--- src/rtl/fir_pkg.sv ---
// Shared definitions for the FIR filter chain: sample width, FIFO depth and
// the signed sample type used by both the FIR stage and the decimating FIFO.
package fir_pkg;

    localparam int DATA_W  = 8;
    localparam int DEPTH   = 8;
    localparam int LEVEL_W = 4;
    localparam int DCNT_W  = 3;

    typedef logic signed [DATA_W-1:0] sample_t;
    typedef logic [LEVEL_W-1:0]       level_t;
    typedef logic [DCNT_W-1:0]        dcnt_t;

    // A sample is kept once enough samples have been skipped since the last
    // keep; comparing with >= lets a lowered factor take effect immediately.
    function automatic logic keep_sample(input dcnt_t dcnt, input dcnt_t factor);
        return (dcnt >= factor);
    endfunction

endpackage

--- src/rtl/fir_decim_fifo_if.sv ---
// Output stream of the decimating FIFO: head sample, not-empty flag and the
// consumer's accept strobe.
interface fir_decim_fifo_if #(
    parameter int DATA_W = fir_pkg::DATA_W
);

    logic signed [DATA_W-1:0] out_data;
    logic                     out_valid;
    logic                     out_ready;

    modport master (
        output out_data,
        output out_valid,
        input  out_ready
    );

    modport slave (
        input  out_data,
        input  out_valid,
        output out_ready
    );

endinterface

--- src/rtl/fir_sync_fifo.sv ---
// First-word-fall-through synchronous FIFO with occupancy count. A push into
// a full FIFO is accepted only when a pop frees the head slot on the same edge.
module fir_sync_fifo #(
    parameter int DATA_W = 8,
    parameter int DEPTH  = 8
) (
    input  logic                     clk,
    input  logic                     reset,
    input  logic                     push,
    input  logic signed [DATA_W-1:0] wr_data,
    input  logic                     pop_req,
    output logic signed [DATA_W-1:0] rd_data,
    output logic                     rd_valid,
    output logic [3:0]               level,
    output logic                     drop
);
    import fir_pkg::*;

    localparam int PTR_W = $clog2(DEPTH);

    logic [PTR_W-1:0]         wr_ptr_q, wr_ptr_d;
    logic [PTR_W-1:0]         rd_ptr_q, rd_ptr_d;
    level_t                   level_q, level_d;
    logic signed [DATA_W-1:0] mem_q [DEPTH];

    logic full;
    logic pop;
    logic wr_en;

    always_comb begin
        full     = (level_q == level_t'(DEPTH));
        rd_valid = (level_q != '0);
        pop      = rd_valid && pop_req;
        wr_en    = push && (!full || pop);
        drop     = push && full && !pop;

        wr_ptr_d = wr_ptr_q;
        rd_ptr_d = rd_ptr_q;
        level_d  = level_q;

        // Power-of-two depth: natural pointer wrap gives modulo-DEPTH.
        if (wr_en) begin
            wr_ptr_d = wr_ptr_q + PTR_W'(1);
        end
        if (pop) begin
            rd_ptr_d = rd_ptr_q + PTR_W'(1);
        end

        case ({wr_en, pop})
            2'b10:   level_d = level_q + level_t'(1);
            2'b01:   level_d = level_q - level_t'(1);
            default: level_d = level_q;
        endcase
    end

    always_ff @(posedge clk or negedge reset) begin
        if (!reset) begin
            wr_ptr_q <= '0;
            rd_ptr_q <= '0;
            level_q  <= '0;
        end else begin
            wr_ptr_q <= wr_ptr_d;
            rd_ptr_q <= rd_ptr_d;
            level_q  <= level_d;
        end
    end

    // Storage carries no reset; the empty-gate on rd_data hides stale entries.
    always_ff @(posedge clk) begin
        if (wr_en) begin
            mem_q[wr_ptr_q] <= wr_data;
        end
    end

    assign rd_data = rd_valid ? mem_q[rd_ptr_q] : '0;
    assign level   = level_q;

endmodule

--- src/rtl/fir_decim_fifo.sv ---
// Keeps one of every (decim+1) valid FIR samples and queues the kept samples
// in a FWFT FIFO; a sticky flag records any kept sample lost to a full FIFO.
module fir_decim_fifo #(
    parameter int DATA_W = 8,
    parameter int DEPTH  = 8
) (
    input  logic                     clk,
    input  logic                     reset,
    input  logic signed [DATA_W-1:0] fir_result,
    input  logic                     in_en,
    input  logic [2:0]               decim,
    input  logic                     clear_ovf,
    output logic [3:0]               level,
    output logic                     overflow,
    fir_decim_fifo_if.master         out_if
);
    import fir_pkg::*;

    dcnt_t dcnt_q, dcnt_d;
    logic  overflow_q, overflow_d;
    logic  keep;
    logic  drop;

    always_comb begin
        keep   = in_en && keep_sample(dcnt_q, decim);
        dcnt_d = dcnt_q;
        if (in_en) begin
            dcnt_d = keep ? dcnt_t'(0) : dcnt_t'(dcnt_q + dcnt_t'(1));
        end

        // A drop on the same edge as a clear must still leave the flag set.
        overflow_d = overflow_q;
        if (drop) begin
            overflow_d = 1'b1;
        end else if (clear_ovf) begin
            overflow_d = 1'b0;
        end
    end

    always_ff @(posedge clk or negedge reset) begin
        if (!reset) begin
            dcnt_q     <= '0;
            overflow_q <= 1'b0;
        end else begin
            dcnt_q     <= dcnt_d;
            overflow_q <= overflow_d;
        end
    end

    fir_sync_fifo #(
        .DATA_W (DATA_W),
        .DEPTH  (DEPTH)
    ) u_fifo (
        .clk      (clk),
        .reset    (reset),
        .push     (keep),
        .wr_data  (fir_result),
        .pop_req  (out_if.out_ready),
        .rd_data  (out_if.out_data),
        .rd_valid (out_if.out_valid),
        .level    (level),
        .drop     (drop)
    );

    assign overflow = overflow_q;

endmodule

--- src/flat_wrapper.sv ---
// flat-port wrapper written by rule: the top's interface ports become plain ports
module fir_decim_fifo_flat import fir_pkg::*;
#(
    parameter int DATA_W = 8,
    parameter int DEPTH  = 8
)
  (clk, reset, fir_result, in_en, decim, clear_ovf, level, overflow, out_if_out_data, out_if_out_valid, out_if_out_ready);
  fir_decim_fifo_if #(.DATA_W(DATA_W)) out_if_i ();
  input  logic clk;
  input  logic reset;
  input  logic signed [DATA_W-1:0] fir_result;
  input  logic in_en;
  input  logic [2:0] decim;
  input  logic clear_ovf;
  output logic [3:0] level;
  output logic overflow;
  output wire logic [$bits(out_if_i.out_data)-1:0] out_if_out_data;
  output wire logic [$bits(out_if_i.out_valid)-1:0] out_if_out_valid;
  input wire logic [$bits(out_if_i.out_ready)-1:0] out_if_out_ready;
  assign out_if_out_data = out_if_i.out_data;
  assign out_if_out_valid = out_if_i.out_valid;
  assign out_if_i.out_ready = out_if_out_ready;
  fir_decim_fifo #(.DATA_W(DATA_W), .DEPTH(DEPTH)) u_core (.clk(clk), .reset(reset), .fir_result(fir_result), .in_en(in_en), .decim(decim), .clear_ovf(clear_ovf), .level(level), .overflow(overflow), .out_if(out_if_i));
endmodule
--- config.mk ---
export PLATFORM = sky130hd
export DESIGN_NAME = fir_decim_fifo_flat
export DESIGN_NICKNAME = d
export VERILOG_FILES = /design/src/rtl/fir_pkg.sv /design/src/rtl/fir_decim_fifo_if.sv /design/src/rtl/fir_sync_fifo.sv /design/src/rtl/fir_decim_fifo.sv /design/src/flat_wrapper.sv
export SDC_FILE = /design/constraint.sdc
export NUM_CORES = 1
export LEC_CHECK = 0
export BUFFER_PORTS_ARGS = -buffer_cell sky130_fd_sc_hd__buf_2
export CAP_MARGIN = 20
export CORE_MARGIN = 4
export CORE_UTILIZATION = 50
export CTS_CLUSTER_SIZE = 14
export DETAILED_ROUTE_END_ITERATION = 10
export PLACE_DENSITY = 0.66
export SLEW_MARGIN = 20
export SYNTH_ARGS = -nofsm -noshare
export SYNTH_HDL_FRONTEND = slang
export SYNTH_SLANG_ARGS = --single-unit
export TNS_END_PERCENT = 30
--- constraint.sdc ---
create_clock -name clk -period 3.3 [get_ports clk]
set_input_delay 0.66 -clock clk [delete_from_list [all_inputs] [get_ports clk]]
set_output_delay 0.66 -clock clk [all_outputs]
set_load 0.01 [all_outputs]
==> results of run 1 <==
routing by layer:
metal,vias to the layer above,routed length [µm],global-route usage [%]
li1,827,-,-
met1,885,2770,23.8
met2,37,3000,27.7
met3,10,262,3.91
met4,0,93,7.42
met5,-,0,0
cell families (layout without fill, tap and decap cells):
logic type                 count (synthesis)  after routing
xor gates and xnor gates                   7              7
DFF                                       78             78
buffers and inverters                     13             65
adders and majority gates                  7              7
muxes                                     25             25
AOI/OAI and AO/OA                         13             13
and+or+nand+nor                           46             46
layout by cell type (no fill, tap or decap), types with 2 or more instances in the layout:
cell type / netlist / routed
sky130_fd_sc_hd__nand2b_1: 2 / 2
sky130_fd_sc_hd__mux2i_1: 8 / 8
sky130_fd_sc_hd__clkinv_4: 0 / 2
sky130_fd_sc_hd__ha_1: 7 / 7
sky130_fd_sc_hd__dfrtp_1: 14 / 14
sky130_fd_sc_hd__xnor2_1: 5 / 5
sky130_fd_sc_hd__a21oi_1: 2 / 2
sky130_fd_sc_hd__nand2_1: 17 / 17
sky130_fd_sc_hd__o22ai_1: 2 / 2
sky130_fd_sc_hd__clkinv_2: 0 / 2
sky130_fd_sc_hd__nor3_1: 4 / 4
sky130_fd_sc_hd__xor2_1: 2 / 2
sky130_fd_sc_hd__inv_1: 6 / 6
sky130_fd_sc_hd__clkbuf_8: 0 / 9
sky130_fd_sc_hd__edfxtp_1: 64 / 64
sky130_fd_sc_hd__buf_4: 0 / 13
sky130_fd_sc_hd__buf_2: 2 / 29
sky130_fd_sc_hd__o21ai_0: 3 / 3
sky130_fd_sc_hd__mux4_2: 16 / 16
sky130_fd_sc_hd__nor2_1: 14 / 14
critical path, delay by kind of cell, from the launching register on:
kind | cells | cell delay, ns
buf+inv | 1 | 0.14
flops | 1 | 0.92
mux | 2 | 0.58
simple gates | 1 | 0.07
area by class of cell:
cell class	instances	area share [%]
sequential	78	61.0
timing repair buffer	42	6.52
clock inverter	6	1.04
tap	77	2.59
multi-input combinational	98	24.7
clock buffer	10	3.43
inverter	7	0.705
power by group:
group          internal, mW  switching [mW]
clock network         0.270           0.330
registers              1.20           0.192
logic                 0.504           0.481
how the worst min path moves through the flow:
stage / start / endpoint / slack, ns / cells after the start
floorplan: reset / u_core.dcnt_q[0] / 0.36 / 0
global placement: u_core.dcnt_q[2] / u_core.dcnt_q[2] / 0.47 / 1
detailed placement: u_core.dcnt_q[2] / u_core.dcnt_q[2] / 0.49 / 1
CTS: reset / u_core.overflow / 0.21 / 1
global route: reset / u_core.overflow / 0.22 / 1
finish: reset / u_core.u_fifo.level[2] / 0.21 / 1
flip-flops by register name, summed over array words and instances (netlist names):
signal / flops
u_core.dcnt_q: 3
u_core.overflow: 1
u_core.u_fifo.level: 4
u_core.u_fifo.mem_q: 64
u_core.u_fifo.rd_ptr_q: 3
u_core.u_fifo.wr_ptr_q: 3
stage by stage:
step	hold WS (ns)	instances	util, %
2_1_floorplan	0.364	189	-
3_3_place_gp	0.474	302	56.4
3_5_place_dp	0.492	302	56.4
4_1_cts	0.214	318	59.0
5_1_grt	0.216	318	59.0
6_report	0.209	318	59.0
==> flow_summary.json, run 1 <==
{
  "run_status": "completed",
  "core_region_area_mm2": 0.00631,
  "post_synthesis_mux_area_share_pct": 14.0,
  "post_synth.cell_area_avg_um2": 17.2,
  "r2r_slack_ns": 0.87,
  "antenna_found_initial": 0,
  "netlist_top_cells_area": "sky130_fd_sc_hd__edfxtp_1, sky130_fd_sc_hd__mux4_2, sky130_fd_sc_hd__dfrtp_1",
  "cts_hold_buf": 0,
  "placement.io_buffers": 29,
  "grt-ovfl-total": 0,
  "critPathLaunchType": "flip-flop",
  "worstRegToRegCells": 7,
  "cts-resized-gates": 0,
  "detail_route.vias_per_cell": 5.53,
  "power_per_cell_area_mw_per_mm2": 799,
  "cts_root_buf": "sky130_fd_sc_hd__clkbuf_8",
  "floorplan.initialDensity_pct": 51.4,
  "finalCritPeriodShare_pct": 82.6,
  "final-seq-area_mm2": 0.00227,
  "place_hpwl_um": 4070,
  "clkLatencyLatePin_ns": 0.34,
  "final_replace_weighted_congestion": 0.811,
  "fin_setup_tns_ns": 0,
  "postSynth.asyncResetShare_pct": 17.9,
  "cts.htree.levels": 3,
  "fin_skew_ns": 0.00855,
  "detail-route-antenna-nets": 0,
  "post_route_cells_drive_above_1_share_pct": 32.4,
  "max-vdd-ir-drop_mv": 0.544,
  "multi_input_area_um2": 921,
  "grt_pass1_vias": 1827,
  "synth.net_count": 212,
  "netlist_top_cells_count": "sky130_fd_sc_hd__edfxtp_1, sky130_fd_sc_hd__nand2_1, sky130_fd_sc_hd__mux4_2, sky130_fd_sc_hd__dfrtp_1, sky130_fd_sc_hd__nor2_1",
  "seq_area_frac_synth_pct": 70.0,
  "global_route_wire_length_before_repair_um": 9570,
  "synth_edf_count": 64,
  "slew_headroom_pct": 41.7,
  "numClockSinks": 78,
  "r2r-start": "u_core.dcnt_q[0]",
  "yosys_warnings": 0,
  "placed_cell_area_mm2": 0.00356,
  "number_of_setup_buffers_added_after_cts": 0,
  "wire_per_inst_um": 19.3,
  "cts_made_buffers": 9,
  "maxSlewViolCount": 0,
  "synth_compound_area_share_pct": 2.58,
  "power.total_mw": 2.98,
  "crit_type": "flip-flop to primary output",
  "timing_worst_slew_pin_value_ns": 0.875,
  "fp-row-count": 29,
  "post_synth_fa_ha_maj_area_fraction_pct": 2.70,
  "area_growth_syn_to_layout_pct": 14.8,
  "die_span_x_um": 88.6,
  "antenna_cells_inserted": 0,
  "critical_path.max_fanout": 18,
  "yosysMostFrequentCell": "sky130_fd_sc_hd__edfxtp_1",
  "groute.usage.overall_pct": 17.6,
  "die-area_mm2": 0.00784,
  "yosys_register_bits": 78,
  "post_synth_and_or_nand_nor_area_fraction_pct": 7.17,
  "floorplan.io_pins": 30,
  "cts_tree": "done",
  "synth_top_area_share_pct": 59.2,
  "grt_setup_unrepaired": "false",
  "post_synth_num_cell_types": 35,
  "fin_ws_ns": 0.574,
  "post_synth_xor_area_fraction_pct": 1.89,
  "combinational_family_with_the_most_area_after_synthesis": "multiplexers",
  "n_fill_cell": 484,
  "worst_setup_path_startpoint": "u_core.u_fifo.rd_ptr_q[1]",
  "endpoint_kind": "primary output",
  "synthesis.area_mm2": 0.00324,
  "max_cap_violations": 0,
  "leakage_nw": 1.38,
  "worstPathCellList": "mux4_2, mux2i_1, nor2_1, buf_2",
  "worst_path_required_ns": 2.64,
  "fmax_mhz": 367,
  "netlist_instances": 189,
  "worst_setup_hold_path_clk_slew_ns": 0.08,
  "final_non_filler_cell_area_mm2": 0.00372,
  "report.final.setup_viol": 0,
  "synth_largest_area_cell": "sky130_fd_sc_hd__edfxtp_1",
  "grt_max_degree": 19,
  "worst_path_largest_cell_delay_ns": 0.92,
  "dominantRegCellSynth": "sky130_fd_sc_hd__edfxtp_1",
  "dr.first_iter.drc_count": 123,
  "crit-reg2reg-capture": "u_core.u_fifo.mem_q[0][5]",
  "total_via_count_in_the_routed_design": 1759,
  "firstDrtPassIters": 4,
  "remaining_drc_errors": 0,
  "final_net_count": 259,
  "dieHeight_um": 88.6,
  "min_clock_period_post_route_ns": 2.73,
  "clockBufferDepth": 2,
  "worst_path_max_delay_cell": "sky130_fd_sc_hd__dfrtp_1",
  "hold_violations": 0,
  "routed_wl_um": 6130,
  "crit_path_end": "out_if_out_data[1]",
  "hold_path.class": "input pin to async pin",
  "placement_stage_worst_setup_slack_ns": 0.568,
  "critical_path_arrival_ns": 2.07
}
Note: power is estimated with default switching activity, not from simulation.
==> run 2: changes to the inputs <==
Clock period 3.3 ns to 2.7 ns, I/O delays scaled along.
==> run 2 against run 1 <==
  * Via count shrank 1.1%
  * Cell count increased by 0.63%
  * Die area did not move
  * Sequential power is 19% higher
  * Flip-flop and latch count is the same
  * Largest cell class unchanged
  * Design area increased by 0.97%
==> flow_summary.json, run 2 (synthesis results as in run 1) <==
{
  "numClockSinks": 78,
  "grt_max_degree": 19,
  "r2r-start": "u_core.dcnt_q[0]",
  "detail_route.vias_per_cell": 5.44,
  "grt_setup_unrepaired": "false",
  "fp-row-count": 29,
  "die_span_x_um": 88.6,
  "routed_wl_um": 6010,
  "switching_portion_of_total_power_pct": 32.1,
  "remaining_drc_errors": 0,
  "largest-register": "u_core.u_fifo.mem_q",
  "cts_made_buffers": 9,
  "final_instance_count_excl_fillers": 320,
  "r2r_slack_ns": 0.62,
  "layout_common_cells": "sky130_fd_sc_hd__edfxtp_1, sky130_fd_sc_hd__buf_2, sky130_fd_sc_hd__nand2_1, sky130_fd_sc_hd__mux4_2, sky130_fd_sc_hd__buf_4",
  "worstRegToRegCells": 8,
  "hold_path.class": "input pin to async pin",
  "firstDrtPassIters": 4,
  "area_growth_syn_to_layout_pct": 15.9,
  "clock_power_share_pct": 21.5,
  "critical_path_arrival_ns": 1.95,
  "core_region_area_mm2": 0.00631,
  "floorplan.io_pins": 30,
  "global_route_wire_length_before_repair_um": 9570,
  "groute.usage.overall_pct": 17.3,
  "power.sequential.fraction_pct": 44.4,
  "grt_pass1_vias": 1789,
  "min_clock_period_post_route_ns": 2.49,
  "max-vdd-ir-drop_mv": 0.883,
  "power.total_mw": 3.71,
  "floorplan.initialDensity_pct": 51.4,
  "cts_root_buf": "sky130_fd_sc_hd__clkbuf_8",
  "max_cap_violations": 0,
  "crit_type": "flip-flop to primary output",
  "fin_setup_tns_ns": 0,
  "dp.cells": 304,
  "cts.htree.levels": 3,
  "number_of_setup_buffers_added_after_cts": 0,
  "dieHeight_um": 88.6,
  "detail-route-antenna-nets": 0,
  "endpoint_kind": "primary output",
  "leakage_nw": 1.40,
  "fmax_mhz": 401,
  "antenna_found_initial": 0,
  "critPathLaunchType": "flip-flop",
  "wire_per_inst_um": 18.8,
  "die-area_mm2": 0.00784,
  "pwr-share-comb_pct": 34.1,
  "slew_headroom_pct": 60.3,
  "final_replace_weighted_congestion": 0.792,
  "cts_tree": "done",
  "report.final.setup_viol": 0,
  "clkLatencyLatePin_ns": 0.35,
  "critical_path.max_fanout": 18,
  "grt-ovfl-total": 0,
  "total_via_count_in_the_routed_design": 1740,
  "dr.first_iter.drc_count": 105,
  "antenna_cells_inserted": 0,
  "cts-resized-gates": 0,
  "place_hpwl_um": 4090,
  "maxSlewViolCount": 0,
  "number_of_flip_flops_under_the_largest_register_name": 64,
  "post_route_cells_drive_above_1_share_pct": 32.1,
  "hold_violations": 0,
  "finalCritPeriodShare_pct": 92.3,
  "crit-reg2reg-capture": "u_core.u_fifo.mem_q[7][2]",
  "worst_path_required_ns": 2.16,
  "clockBufferDepth": 2,
  "run_status": "completed",
  "final_net_count": 261,
  "timing_worst_slew_pin_value_ns": 0.595,
  "final_common_cell": "sky130_fd_sc_hd__edfxtp_1",
  "power_per_cell_area_mw_per_mm2": 986,
  "placement.io_buffers": 29,
  "internal_power_mw": 2.52,
  "worst_setup_hold_path_clk_slew_ns": 0.07,
  "n_fill_cell": 485,
  "total_switching_power_mw": 1.19,
  "cts_hold_buf": 0,
  "fin_skew_ns": 0.0171
}
run 2: changes by cell type in the layout (fill, tap and decap cells not counted):
cell / change
sky130_fd_sc_hd__buf_4: +2
sky130_fd_sc_hd__clkinv_4: -2
sky130_fd_sc_hd__nor4_2: +1
sky130_fd_sc_hd__clkinv_2: -2
sky130_fd_sc_hd__clkinv_1: -1
sky130_fd_sc_hd__clkbuf_16: +1
sky130_fd_sc_hd__clkbuf_1: +4
sky130_fd_sc_hd__clkinvlp_4: -1
sky130_fd_sc_hd__nor4_1: -1
sky130_fd_sc_hd__clkbuf_8: +1
run 2: per-stage QoR:
step / hold slack (ns) / utilization [%] / setup slack (ns) / area, µm²
finish: 0.0900 / 59.6 / 0.208 / 3760
global route: 0.103 / 59.6 / 0.0597 / 3760
CTS: 0.0877 / 59.6 / 0.176 / 3760
detailed placement: 0.460 / 56.7 / 0.393 / 3580
global placement: 0.447 / 56.7 / 0.404 / 3580
floorplan: 0.244 / - / 0.0898 / 3250
run 2: area by class of cell:
class / instances / area, µm² / area share, %
clock buffer: 16 / 181 / 4.82
inverter: 7 / 26.3 / 0.699
multi-input combinational: 98 / 927 / 24.7
sequential: 78 / 2270 / 60.4
tap: 77 / 96.3 / 2.56
timing repair buffer: 44 / 258 / 6.85
run 2: worst max path at each step:
stage / from / to / depth (start not counted)
after floorplan: decim[2] / u_core.u_fifo.mem_q[4][0] / 7
after detailed placement: decim[2] / u_core.u_fifo.mem_q[7][5] / 9
after global routing: u_core.u_fifo.rd_ptr_q[0] / out_if_out_data[0] / 5
final: u_core.u_fifo.rd_ptr_q[0] / out_if_out_data[0] / 5
after global placement: decim[2] / u_core.u_fifo.mem_q[5][1] / 9
after CTS: u_core.u_fifo.rd_ptr_q[0] / out_if_out_data[6] / 5
run 2: worst max-delay path: stages, from the launching register on:
cell and delay (ns):
sky130_fd_sc_hd__dfrtp_1 0.34, sky130_fd_sc_hd__buf_4 0.33, sky130_fd_sc_hd__mux4_2 0.56, sky130_fd_sc_hd__mux2i_1 0.15
sky130_fd_sc_hd__nor2_1 0.08, sky130_fd_sc_hd__buf_2 0.14
run 2: routing by layer:
| metal | up-vias | GRT usage [%] | share of wire (%) |
|---|---|---|---|
| met3 | 7 | 5.40 | 4.0 |
| met1 | 882 | 22.7 | 42 |
| met5 | - | 0 | 0 |
| met2 | 27 | 27.5 | 53 |
| met4 | 0 | 6.18 | 0.91 |
| li1 | 824 | - | - |
run 2: power by group through the flow:
stage                     Sequential [mW]  Clock (mW)  Combinational (mW)
after floorplan                      1.62           0               0.906
after global placement               1.66           0                1.24
after detailed placement             1.67           0                1.29
after CTS                            1.65       0.816                1.30
after global routing                 1.67       0.880                1.42
final                                1.65       0.796                1.26
